$ cat config.mk
export PLATFORM = sky130hd
export DESIGN_NAME = prio_arbiter8
export DESIGN_NICKNAME = d
export VERILOG_FILES = /design/src/rtl/prio_arbiter8.sv
export SDC_FILE = /design/constraint.sdc
export NUM_CORES = 1
export LEC_CHECK = 0
export CAP_MARGIN = 40
export CELL_PAD_IN_SITES_DETAIL_PLACEMENT = 0
export CELL_PAD_IN_SITES_GLOBAL_PLACEMENT = 1
export CORE_MARGIN = 2
export CORE_UTILIZATION = 38
export DETAILED_ROUTE_END_ITERATION = 6
export PLACE_DENSITY = 0.76
export SLEW_MARGIN = 20
export SYNTH_ARGS = -nofsm -noshare
export SYNTH_HDL_FRONTEND = slang
export SYNTH_SLANG_ARGS = --single-unit
$ cat constraint.sdc
create_clock -name clk -period 2.5 [get_ports clk]
set_clock_uncertainty 0.15 [all_clocks]
set_input_delay 0.625 -clock clk [delete_from_list [all_inputs] [get_ports clk]]
set_output_delay 0.625 -clock clk [all_outputs]
set_load 0.01 [all_outputs]
$ cat src/rtl/prio_arbiter8.sv
// 8-requester arbiter with a registered grant held until release, hold timeout or disable.
// Fixed priority (bit 7 highest) or round-robin, selected by RR_EN.
module prio_arbiter8 #(
  parameter int unsigned RR_EN    = 0,
  parameter int unsigned MAX_HOLD = 16,
  parameter int unsigned CNT_W    = 5
) (
  input  logic       clk,
  input  logic       rst,
  input  logic [7:0] req,
  input  logic       sel,
  output logic [7:0] gnt,
  output logic [2:0] gnt_id,
  output logic       gnt_vld,
  output logic       timeout,
  output logic       idle
);

  localparam logic [0:0] S_IDLE  = 1'b0;
  localparam logic [0:0] S_GRANT = 1'b1;

  localparam logic [CNT_W-1:0] CNT_MAX  = '1;
  localparam logic [CNT_W-1:0] HOLD_LIM = CNT_W'(MAX_HOLD);

  logic [0:0]       state_q, state_d;
  logic [CNT_W-1:0] cnt_q, cnt_d;
  logic [7:0]       mask_q, mask_d;
  logic [7:0]       gnt_q, gnt_d;
  logic [2:0]       owner_q, owner_d;
  logic [2:0]       last_q, last_d;
  logic             to_q, to_d;
  logic             idle_q, idle_d;

  logic [7:0] elig;
  logic [2:0] win;
  logic       hold_hit;

  assign elig     = req & ~mask_q;
  assign hold_hit = (MAX_HOLD != 0) && (cnt_q == HOLD_LIM);

  // Later loop iterations overwrite earlier ones, so the last match wins:
  // fixed mode ends on the highest index, RR mode on the one nearest below last_q.
  always_comb begin
    win = '0;
    if (RR_EN == 0) begin
      for (int unsigned i = 0; i < 8; i++) begin
        if (elig[i]) win = 3'(i);
      end
    end else begin
      for (int unsigned k = 8; k >= 1; k--) begin
        if (elig[last_q - 3'(k)]) win = last_q - 3'(k);
      end
    end
  end

  always_comb begin
    state_d = state_q;
    cnt_d   = cnt_q;
    owner_d = owner_q;
    last_d  = last_q;
    gnt_d   = gnt_q;
    to_d    = 1'b0;
    mask_d  = mask_q & req;
    idle_d  = (state_q == S_IDLE) && !((|elig) && !sel);
    if (state_q == S_IDLE) begin
      if (!sel && (|elig)) begin
        state_d = S_GRANT;
        owner_d = win;
        gnt_d   = 8'b1 << win;
        cnt_d   = CNT_W'(1);
      end
    end else begin
      if (sel || !req[owner_q] || hold_hit) begin
        state_d = S_IDLE;
        owner_d = '0;
        gnt_d   = '0;
        cnt_d   = '0;
        last_d  = owner_q;
        // Disable and release take precedence over the hold limit.
        if (!sel && req[owner_q]) begin
          to_d            = 1'b1;
          mask_d[owner_q] = 1'b1;
        end
      end else if (cnt_q != CNT_MAX) begin
        cnt_d = cnt_q + CNT_W'(1);
      end
    end
  end

  always_ff @(posedge clk) begin
    if (rst) begin
      state_q <= S_IDLE;
      cnt_q   <= '0;
      mask_q  <= '0;
      gnt_q   <= '0;
      owner_q <= '0;
      last_q  <= '0;
      to_q    <= 1'b0;
      idle_q  <= 1'b1;
    end else begin
      state_q <= state_d;
      cnt_q   <= cnt_d;
      mask_q  <= mask_d;
      gnt_q   <= gnt_d;
      owner_q <= owner_d;
      last_q  <= last_d;
      to_q    <= to_d;
      idle_q  <= idle_d;
    end
  end

  assign gnt     = gnt_q;
  assign gnt_id  = owner_q;
  assign gnt_vld = (state_q == S_GRANT);
  assign timeout = to_q;
  assign idle    = idle_q;

endmodule
Word-level counts from Yosys, hierarchy flattened
Index checks and enable logic that the tools add are counted.
Widths: inputs -> output; s select.
{"block": "op_classes", "n_addsub": 1, "multipliers": 0, "div_mod_pow": 0, "order_cmp": 2, "n_eq_ne": 4, "shift": 1, "n_mux": 28, "bitwise": 6, "n_reduce_logical": 14}
{"operator": "$mux 8", "n": 6}
{"operator": "$mux 3", "n": 7}
{"operator": "$mux 5", "n": 4}
{"operator": "$and 8x8->8", "n": 2}
{"operator": "$not 8->8", "n": 1}
{"operator": "$or 8x8->8", "n": 1}
{"operator": "$reduce_or 8->1", "n": 1}
{"operator": "$shl 1x3->8 const A", "n": 1}
{"operator": "$mux 1", "n": 7}
{"operator": "$add 5x1->5 const B", "n": 1}
{"operator": "$eq 5x5->1 const B", "n": 1}
{"operator": "$ne 5x5->1 const B", "n": 1}
{"operator": "$logic_and 1x1->1", "n": 4}
{"operator": "$lt 3x4->1 const B", "n": 1}
{"operator": "$mux 2", "n": 2}
{"operator": "$reduce_and 2->1", "n": 2}
{"operator": "$bmux 1 s3", "n": 1}
{"operator": "$demux 1 s3", "n": 1}
{"operator": "$ge 3x1->1 const B", "n": 1}
{"operator": "$logic_not 1->1", "n": 3}
{"operator": "$ne 3x1->1 const B", "n": 1}
{"operator": "$reduce_or 3->1", "n": 1}
{"operator": "$logic_or 1x1->1", "n": 2}
{"operator": "$ne 2x1->1 const B", "n": 1}
{"operator": "2 further kinds", "n": 3}
{"block": "word_totals", "register_bits": 27, "latch_bits": 0, "ram_bits": 0, "mem_bits_ro": 0, "input_bits": 11, "output_inout_bits": 14, "mem_count": 0}

Logic depth before layout (Yosys ltp)
Gate-level depths: netlist of the first run.
{"block": "logic_depth", "ltp_word": 12, "mapped_depth": 8}

Worst setup path before layout of the first run
OpenSTA, ideal clock, no wires.
{"block": "synth_path", "kind": "input to register", "startpoint": "input port req[7]", "endpoint": "register cnt_q[0]", "setup_ns": 0.086, "arrival_time_ns": 1.996, "setup_slack_ns": 0.267, "cell_stages": 5, "cell_sequence": "mux2i_1 mux4_2 or3_1 or2_0 a221oi_2"}
{"block": "synth_via", "elab_chain_len": 7}
{"item": "from (decl)", "line_no": "10", "source": "input logic [7:0] req,"}
{"item": "$bmux 1 s3", "line_no": "73", "source": "if (sel || !req[owner_q] || hold_hit) begin"}
{"item": "$mux 1 (implied by the code)", "line_no": "73"}
{"item": "$logic_not 1->1", "line_no": "73"}
{"item": "$logic_or 1x1->1 (2 in a row)", "line_no": "73"}
{"item": "$ne 3x1->1 (no source line) or $mux 5 (tied branches)"}
{"item": "$reduce_and 2->1 (no source line) or $mux 5 (tied branches)"}
{"item": "to (signal assigned)", "line_no": "102", "source": "cnt_q <= cnt_d;"}
{"item": "to (decl)", "line_no": "26", "source": "logic [CNT_W-1:0] cnt_q, cnt_d;"}
Several ways; a longest one is shown, not always the timed one. The select of a mux whose other input is x is not followed.
A chain may end at the register's enable or synchronous reset.

Worst setup path in the final report of the first run
{"block": "layout_path", "startpoint": "register owner_q[0], in the netlist gnt_id[0]", "endpoint": "register mask_q[0]"}
{"block": "layout_via", "elab_chain_len": 8}
{"item": "from (decl)", "line_no": "29", "source": "logic [2:0] owner_q, owner_d;"}
{"item": "from (signal assigned)", "line_no": "105", "source": "owner_q <= owner_d;"}
{"item": "$lt 3x4->1 (implied by the code) or $ge 3x1->1 (tied branches)", "line_no": "82", "source": "mask_d[owner_q] = 1'b1;"}
{"item": "$logic_and 1x1->1 (implied by the code)", "line_no": "82"}
{"item": "$mux 1 (implied by the code)", "line_no": "82"}
{"item": "$demux 1 s3", "line_no": "82"}
{"item": "$or 8x8->8 (no source line)"}
{"item": "$mux 8", "line_no": "80", "source": "if (!sel && req[owner_q]) begin"}
{"item": "$mux 8 *", "line_no": "73"}
{"item": "$mux 8 *", "line_no": "65", "source": "if (state_q == S_IDLE) begin"}
{"item": "to (signal assigned)", "line_no": "103", "source": "mask_q <= mask_d;"}
{"item": "to (decl)", "line_no": "27", "source": "logic [7:0] mask_q, mask_d;"}
Every way passes the cells marked *; elsewhere a longest branch is shown, timed or not. The select of a mux whose other input is x is not followed.

==> results.py, run 1 <==
metrics = {
    "final_layout": {
        "multi_input_area_um2": 798,
        "postLayoutCoreUtil_pct": 57.7,
        "final_nets": 215,
        "n_antenna_cell": 0,
        "drive_gt1_share_pct": 24.5,
        "areaGrowthSynthToFinish_pct": 45.2,
        "design_area_um2": 1940,
        "nFillCells": 344,
        "seqCellArea_um2": 542,
    },
    "drt": {
        "drtPass1Iterations": 4,
        "post-route-drc-count": 0,
        "routed_wl_um": 3480,
        "drtAntennaViolNets": 0,
        "drt-initial-drc-count": 78,
        "vias_per_cell": 5.32,
        "routedWlPerCell_um": 14.1,
        "num_vias": 1309,
    },
    "logic_synthesis": {
        "ys_seq_area_share_pct": 40.4,
        "ys_ff_latch": 27,
        "synthArstFlopShare_pct": 0,
        "synth_compound_area_share_pct": 20.9,
        "syn_area_um2": 1340,
        "synth_xor_area_share_pct": 0,
        "yosysWarnings": 0,
        "ys_types": 38,
        "synth_top_family_by_area": "simple AND/OR/NAND/NOR gates",
        "syn_avg_cell_area_um2": 9.09,
        "synth_edf_count": 0,
        "synth_nets": 161,
        "syn_inst": 147,
        "yosysMostFrequentCell": "dfxtp_1",
        "synth_fa_ha_area_share_pct": 2.81,
        "synth-simple-area-share_pct": 24.4,
        "synth.mux.area_fraction_pct": 7.77,
        "synth_flop_cell": "dfxtp_1",
        "synth_top_area_share_pct": 40.4,
        "synth_top_area_cell": "dfxtp_1",
        "synthTopCellsByCount": "dfxtp_1, nand2_1, nand2b_1, nor2b_1, mux2i_1",
        "synth.area.top_cells": "dfxtp_1, nand2b_1, mux2i_1",
    },
    "clock_network": {
        "cts-buffers-inserted": 3,
        "cts_tree": "yes",
        "htreeDepth": 1,
        "clockBufferDepth": 2,
        "clockRootBuffer": "clkbuf_4",
        "cts-hold-fix-buffers": 0,
        "clock_latency_ns": 0.33,
        "clock_sinks": 27,
        "clk_pin_slew_ns": 0.16,
    },
    "critical_path": {
        "worstPathRequired_ns": 2.59,
        "cp_max_fo": 7,
        "arrival_ns": 2.39,
        "r2r_end": "mask_q[0]$_SDFF_PP0_",
        "timing.rr.start": "gnt_id[0]$_SDFFE_PP0P_",
        "path_class": "flop to flop",
        "cp-end-kind": "flop",
        "crit_path_end": "mask_q[0]$_SDFF_PP0_",
        "r2r_slack_ns": 0.21,
        "r2r_cells": 6,
        "cp-start-kind": "flop",
        "startpoint": "gnt_id[0]$_SDFFE_PP0P_",
    },
    "power": {
        "power.density_nw_per_um2": 438,
        "internal_power_uw": 610,
        "power_switching_share_pct": 28.2,
        "seq_power_share_pct": 53.8,
        "fin_total_pwr_uw": 849,
        "p_switching_uw": 239,
        "combPwrFrac_pct": 22.8,
        "clockPowerShare_pct": 23.4,
        "power.leakage_uw": 0.000795,
        "max-vdd-ir-drop_mv": 0.240,
    },
    "timing": {
        "finalCritPeriodShare_pct": 91.7,
        "max_freq_mhz": 436,
        "worst_pin_slew_ns": 0.517,
        "hold_viol_final": 0,
        "setup_violations": 0,
        "slew_headroom_pct": 65.0,
        "rsz0062_at_grt": "no",
        "post-route-min-period_ns": 2.29,
        "hold_slack_ns": 0.329,
        "finalSetupTns_ns": 0,
        "slew_violations": 0,
    },
    "die": {
        "dieArea_um2": 4010,
        "initial_core_util_pct": 39.7,
        "rows": 21,
        "pin_count": 25,
        "die_w_um": 63.3,
        "core_region_area_um2": 3360,
        "die-height_um": 63.3,
    },
    "grt": {
        "grt_first_pass_wirelength_um": 5710,
        "grt_max_degree": 17,
        "antenna_found_initial": 0,
        "track_usage_pct": 17.7,
        "grt.overflow.total": 0,
        "grt_pass1_vias": 1307,
    },
    "outcome": {
        "status": "finished, final reports clean",
    },
    "placed_design": {
        "placed_area_um2": 1820,
        "io_buffers": 24,
        "gp_congestion": 0.880,
        "hpwl_um": 2720,
    },
    "hold_path": {
        "hp-class": "flop to flop",
    },
    "run": {
        "drv_cap": 0,
    },
}
==> cell families after synthesis <==
family / Yosys count
adders and majority gates: 3
AOI/OAI and AO/OA: 36
and+or+nand+nor: 61
muxes: 9
buffers and inverters: 11
DFF: 27
==> placed cells by master, fill, tap and decap left out, drive strengths merged, types with 3 or more instances in the layout <==
master | synthesis | layout
a21oi | 4 | 4
a32o | 6 | 6
buf | 2 | 31
clkbuf | 4 | 3
clkdlybuf4s50 | 0 | 16
dfxtp | 27 | 27
dlymetal6s2s | 0 | 8
ha | 3 | 3
inv | 5 | 5
mux2i | 7 | 7
nand2 | 18 | 18
nand2b | 12 | 12
nand3 | 4 | 4
nor2 | 6 | 6
nor2b | 9 | 9
nor3 | 3 | 3
o21ai | 4 | 4
o22ai | 6 | 6
o2bb2ai | 3 | 3
==> repair_timing <==
| item | CTS | global route |
|---|---|---|
| resized for setup | 2 | 18 |
| endpoints found under the setup margin | 3 | 17 |
| setup buffers | 0 | 1 |
| cloned | 0 | 1 |
| pin swaps | 0 | 2 |
==> worst min-delay path by stage <==
stage / from / endpoint / slack, ns / cells past startpoint
finish: gnt[0]$_SDFFE_PP0P_ / gnt[0]$_SDFFE_PP0P_ / 0.33 / 2
floorplan: cnt_q[4]$_SDFFE_PP0P_ / cnt_q[4]$_SDFFE_PP0P_ / 0.29 / 2
CTS: gnt[0]$_SDFFE_PP0P_ / gnt[0]$_SDFFE_PP0P_ / 0.33 / 2
detailed placement: gnt[0]$_SDFFE_PP0P_ / gnt[0]$_SDFFE_PP0P_ / 0.30 / 2
global placement: gnt[1]$_SDFFE_PP0P_ / gnt[1]$_SDFFE_PP0P_ / 0.30 / 2
global route: gnt[0]$_SDFFE_PP0P_ / gnt[0]$_SDFFE_PP0P_ / 0.35 / 2
==> power by group through the flow <==
stage / registers, uW / clock network (uW) / logic, uW
3_5_place_dp: 466 / 0 / 176
3_3_place_gp: 466 / 0 / 175
5_1_grt: 459 / 220 / 208
6_report: 457 / 199 / 193
2_1_floorplan: 465 / 0 / 81.9
4_1_cts: 457 / 204 / 180
==> area by class of cell <==
class                           count  share of cell area (%)
Multi-Input combinational cell    109                    41.1
Sequential cell                    27                    27.9
Timing Repair Buffer               55                    25.5
Tap cell                           46                    2.97
Clock buffer                        3                    1.16
Inverter                            5                   0.967
Clock inverter                      1                   0.387
==> sequential cells by signal, summed over array words and instances, names as in the netlist <==
signal / count
timeout: 1
gnt: 8
cnt_q: 5
gnt_id: 3
mask_q: 8
idle: 1
gnt_vld: 1
==> layer usage <==
layer  track usage, %  wire (um)  vias up
met5                0          0        -
met4             4.89         47        0
met3             2.68         88        6
met2             33.2       1850       27
met1             20.7       1490      627
li1                 -          -      649
==> metrics by stage <==
stage / setup slack (ns) / std cells
2_1_floorplan: 0.267 / 147
3_3_place_gp: -0.310 / 240
3_5_place_dp: -0.396 / 240
4_1_cts: 0.0144 / 244
5_1_grt: 0.142 / 246
6_report: 0.206 / 246
==> worst max-delay path, stage by stage (launching register included) <==
cell and delay, ns:
dfxtp_2 0.49, mux2i_1 0.12, mux4_2 0.52, buf_6 0.14
nor4b_4 0.31, nand2b_1 0.19, o32ai_2 0.28
Power figures use the tool's default switching activity.
==> run 2: changes to the inputs <==
--- a/config.mk
+++ b/config.mk
@@ -11,8 +11,11 @@
 export CORE_MARGIN = 2
 export CORE_UTILIZATION = 38
 export DETAILED_ROUTE_END_ITERATION = 6
+export GPL_ROUTABILITY_DRIVEN = 0
 export PLACE_DENSITY = 0.76
+export REMOVE_ABC_BUFFERS = 1
 export SLEW_MARGIN = 20
 export SYNTH_ARGS = -nofsm -noshare
 export SYNTH_HDL_FRONTEND = slang
 export SYNTH_SLANG_ARGS = --single-unit
+export TNS_END_PERCENT = 30
==> run 2 against run 1 <==
Effect of this change: total power decreased by 1.6%; die area did not move; fmax is 0.41% higher; critical path depth is the same; worst setup slack gained 0.0094 ns; sequential power barely moved; largest cell class unchanged.
==> results.py, run 2 (synthesis results as in run 1) <==
metrics = {
    "hold_path": {
        "hold_path.startpoint": "gnt[3]$_SDFFE_PP0P_",
        "min_to": "gnt[3]$_SDFFE_PP0P_",
        "worstHoldPathCells": 2,
        "hp-class": "flop to flop",
    },
    "timing": {
        "rsz0062_at_grt": "no",
        "post-route-min-period_ns": 2.28,
        "hold_viol_final": 0,
        "max_freq_mhz": 438,
        "finalCritPeriodShare_pct": 91.4,
        "worst_pin_slew_ns": 0.569,
        "slew_violations": 0,
        "setup_violations": 0,
        "slew_headroom_pct": 61.6,
    },
    "clock_network": {
        "clock_latency_ns": 0.34,
        "clockRootBuffer": "clkbuf_4",
        "cts-hold-fix-buffers": 0,
        "clock_sinks": 27,
        "clk_pin_slew_ns": 0.16,
        "cts_tree": "yes",
        "htreeDepth": 1,
        "clockBufferDepth": 2,
        "cts_setup_buffers": 0,
        "cts-buffers-inserted": 3,
    },
    "placed_design": {
        "hpwl_um": 2660,
        "io_buffers": 24,
    },
    "grt": {
        "grt_max_degree": 17,
        "grt_pass1_vias": 1360,
        "antenna_found_initial": 0,
        "grt_first_pass_wirelength_um": 5980,
        "grt.overflow.total": 0,
        "track_usage_pct": 18.5,
    },
    "drt": {
        "drtPass1Iterations": 4,
        "post-route-drc-count": 0,
        "drt-initial-drc-count": 74,
        "routedWlPerCell_um": 14.1,
        "vias_per_cell": 5.43,
        "routed_wl_um": 3420,
        "drtAntennaViolNets": 0,
        "num_vias": 1315,
    },
    "final_layout": {
        "final_nets": 211,
        "nFillCells": 346,
        "layout_common_cells": "buf_4, dfxtp_1, nand2_1, clkdlybuf4s50_1, nand2b_1",
        "n_antenna_cell": 0,
        "seqCellArea_um2": 542,
        "multi_input_area_um2": 761,
        "final_common_cell": "buf_4",
        "postLayoutCoreUtil_pct": 55.3,
        "areaGrowthSynthToFinish_pct": 39.2,
        "drive_gt1_share_pct": 19.9,
    },
    "die": {
        "dieArea_um2": 4010,
        "core_region_area_um2": 3360,
        "die-height_um": 63.3,
        "initial_core_util_pct": 39.7,
        "pin_count": 25,
        "die_w_um": 63.3,
        "rows": 21,
    },
    "power": {
        "max-vdd-ir-drop_mv": 0.205,
        "internal_power_uw": 597,
        "power.density_nw_per_um2": 449,
        "power_switching_share_pct": 28.5,
        "seq_power_share_pct": 54.8,
        "combPwrFrac_pct": 20.7,
        "p_switching_uw": 238,
        "fin_total_pwr_uw": 835,
        "power.leakage_uw": 0.000740,
        "clockPowerShare_pct": 24.5,
    },
    "critical_path": {
        "cp-end-kind": "flop",
        "r2r_cells": 5,
        "r2r_end": "cnt_q[0]$_SDFFE_PP0P_",
        "worstPathRequired_ns": 2.61,
        "timing.rr.start": "gnt_id[0]$_SDFFE_PP0P_",
        "cp-start-kind": "input pin",
        "path_class": "input pin to flop",
        "arrival_ns": 2.40,
        "cp_max_fo": 4,
        "r2r_slack_ns": 0.24,
    },
    "outcome": {
        "status": "finished, final reports clean",
    },
    "run": {
        "drv_cap": 0,
    },
}
run 2: critical path, stage by stage:
cell and delay [ns]:
dlygate4sd2_1 0.24, mux2i_1 0.10, mux4_2 0.54, or3_4 0.41, or2_1 0.25, a221oi_2 0.23
run 2: final cells by class:
cell class                 instances  share of cell area (%)
timing repair buffer              51                    24.3
clock buffer                       3                    1.21
sequential                        27                    29.1
tap                               46                    3.09
inverter                           5                    1.01
multi-input combinational        109                    40.9
clock inverter                     1                   0.403
run 2: power by group through the flow:
stage | clock, uW | sequential, uW | combinational (uW)
2_1_floorplan | 0 | 469 | 68.3
3_3_place_gp | 0 | 466 | 168
3_5_place_dp | 0 | 467 | 171
4_1_cts | 205 | 458 | 172
5_1_grt | 228 | 460 | 188
6_report | 204 | 458 | 173
run 2: worst max path at each step:
stage	startpoint	to	slack (ns)	depth (start not counted)
5_1_grt	cnt_q[0]$_SDFFE_PP0P_	mask_q[0]$_SDFF_PP0_	0.12	6
3_5_place_dp	req[6]	cnt_q[0]$_SDFFE_PP0P_	-0.40	6
3_3_place_gp	req[7]	cnt_q[0]$_SDFFE_PP0P_	-0.32	6
2_1_floorplan	req[7]	gnt[2]$_SDFFE_PP0P_	-0.12	5
4_1_cts	req[4]	cnt_q[0]$_SDFFE_PP0P_	0.02	6
6_report	req[7]	cnt_q[0]$_SDFFE_PP0P_	0.22	6
run 2: timing repair:
action | 4_1_cts | 5_1_grt
resized for setup | 4 | 8
endpoints found under the setup margin | 2 | 9
pin swaps | 0 | 3
run 2: stage by stage:
step	hold slack [ns]	setup TNS, ns	cell area (um2)	cells	setup WS (ns)
floorplan	0.292	-0.117	1310	141	-0.117
global placement	0.296	-5.79	1810	238	-0.317
detailed placement	0.312	-7.53	1810	238	-0.402
CTS	0.330	0	1840	242	0.0183
global route	0.352	0	1860	242	0.124
finish	0.324	0	1860	242	0.216
run 2: metal layers:
metal	up-vias	global-route usage [%]	part of all wire, %	wire [um]
met2	25	33.0	51	1740
met4	0	7.34	2.3	78
li1	643	-	-	-
met5	-	0	0	0
met3	8	2.32	2.7	92
met1	639	22.6	44	1520
==> run 3: changes to the inputs <==
--- a/config.mk
+++ b/config.mk
@@ -10,6 +10,7 @@
 export CELL_PAD_IN_SITES_GLOBAL_PLACEMENT = 1
 export CORE_MARGIN = 2
 export CORE_UTILIZATION = 38
+export CTS_CLUSTER_SIZE = 25
 export DETAILED_ROUTE_END_ITERATION = 6
 export GPL_ROUTABILITY_DRIVEN = 0
 export PLACE_DENSITY = 0.76
==> results of run 3 <==
Final layout, timing and power as in run 2 (identical DEF).
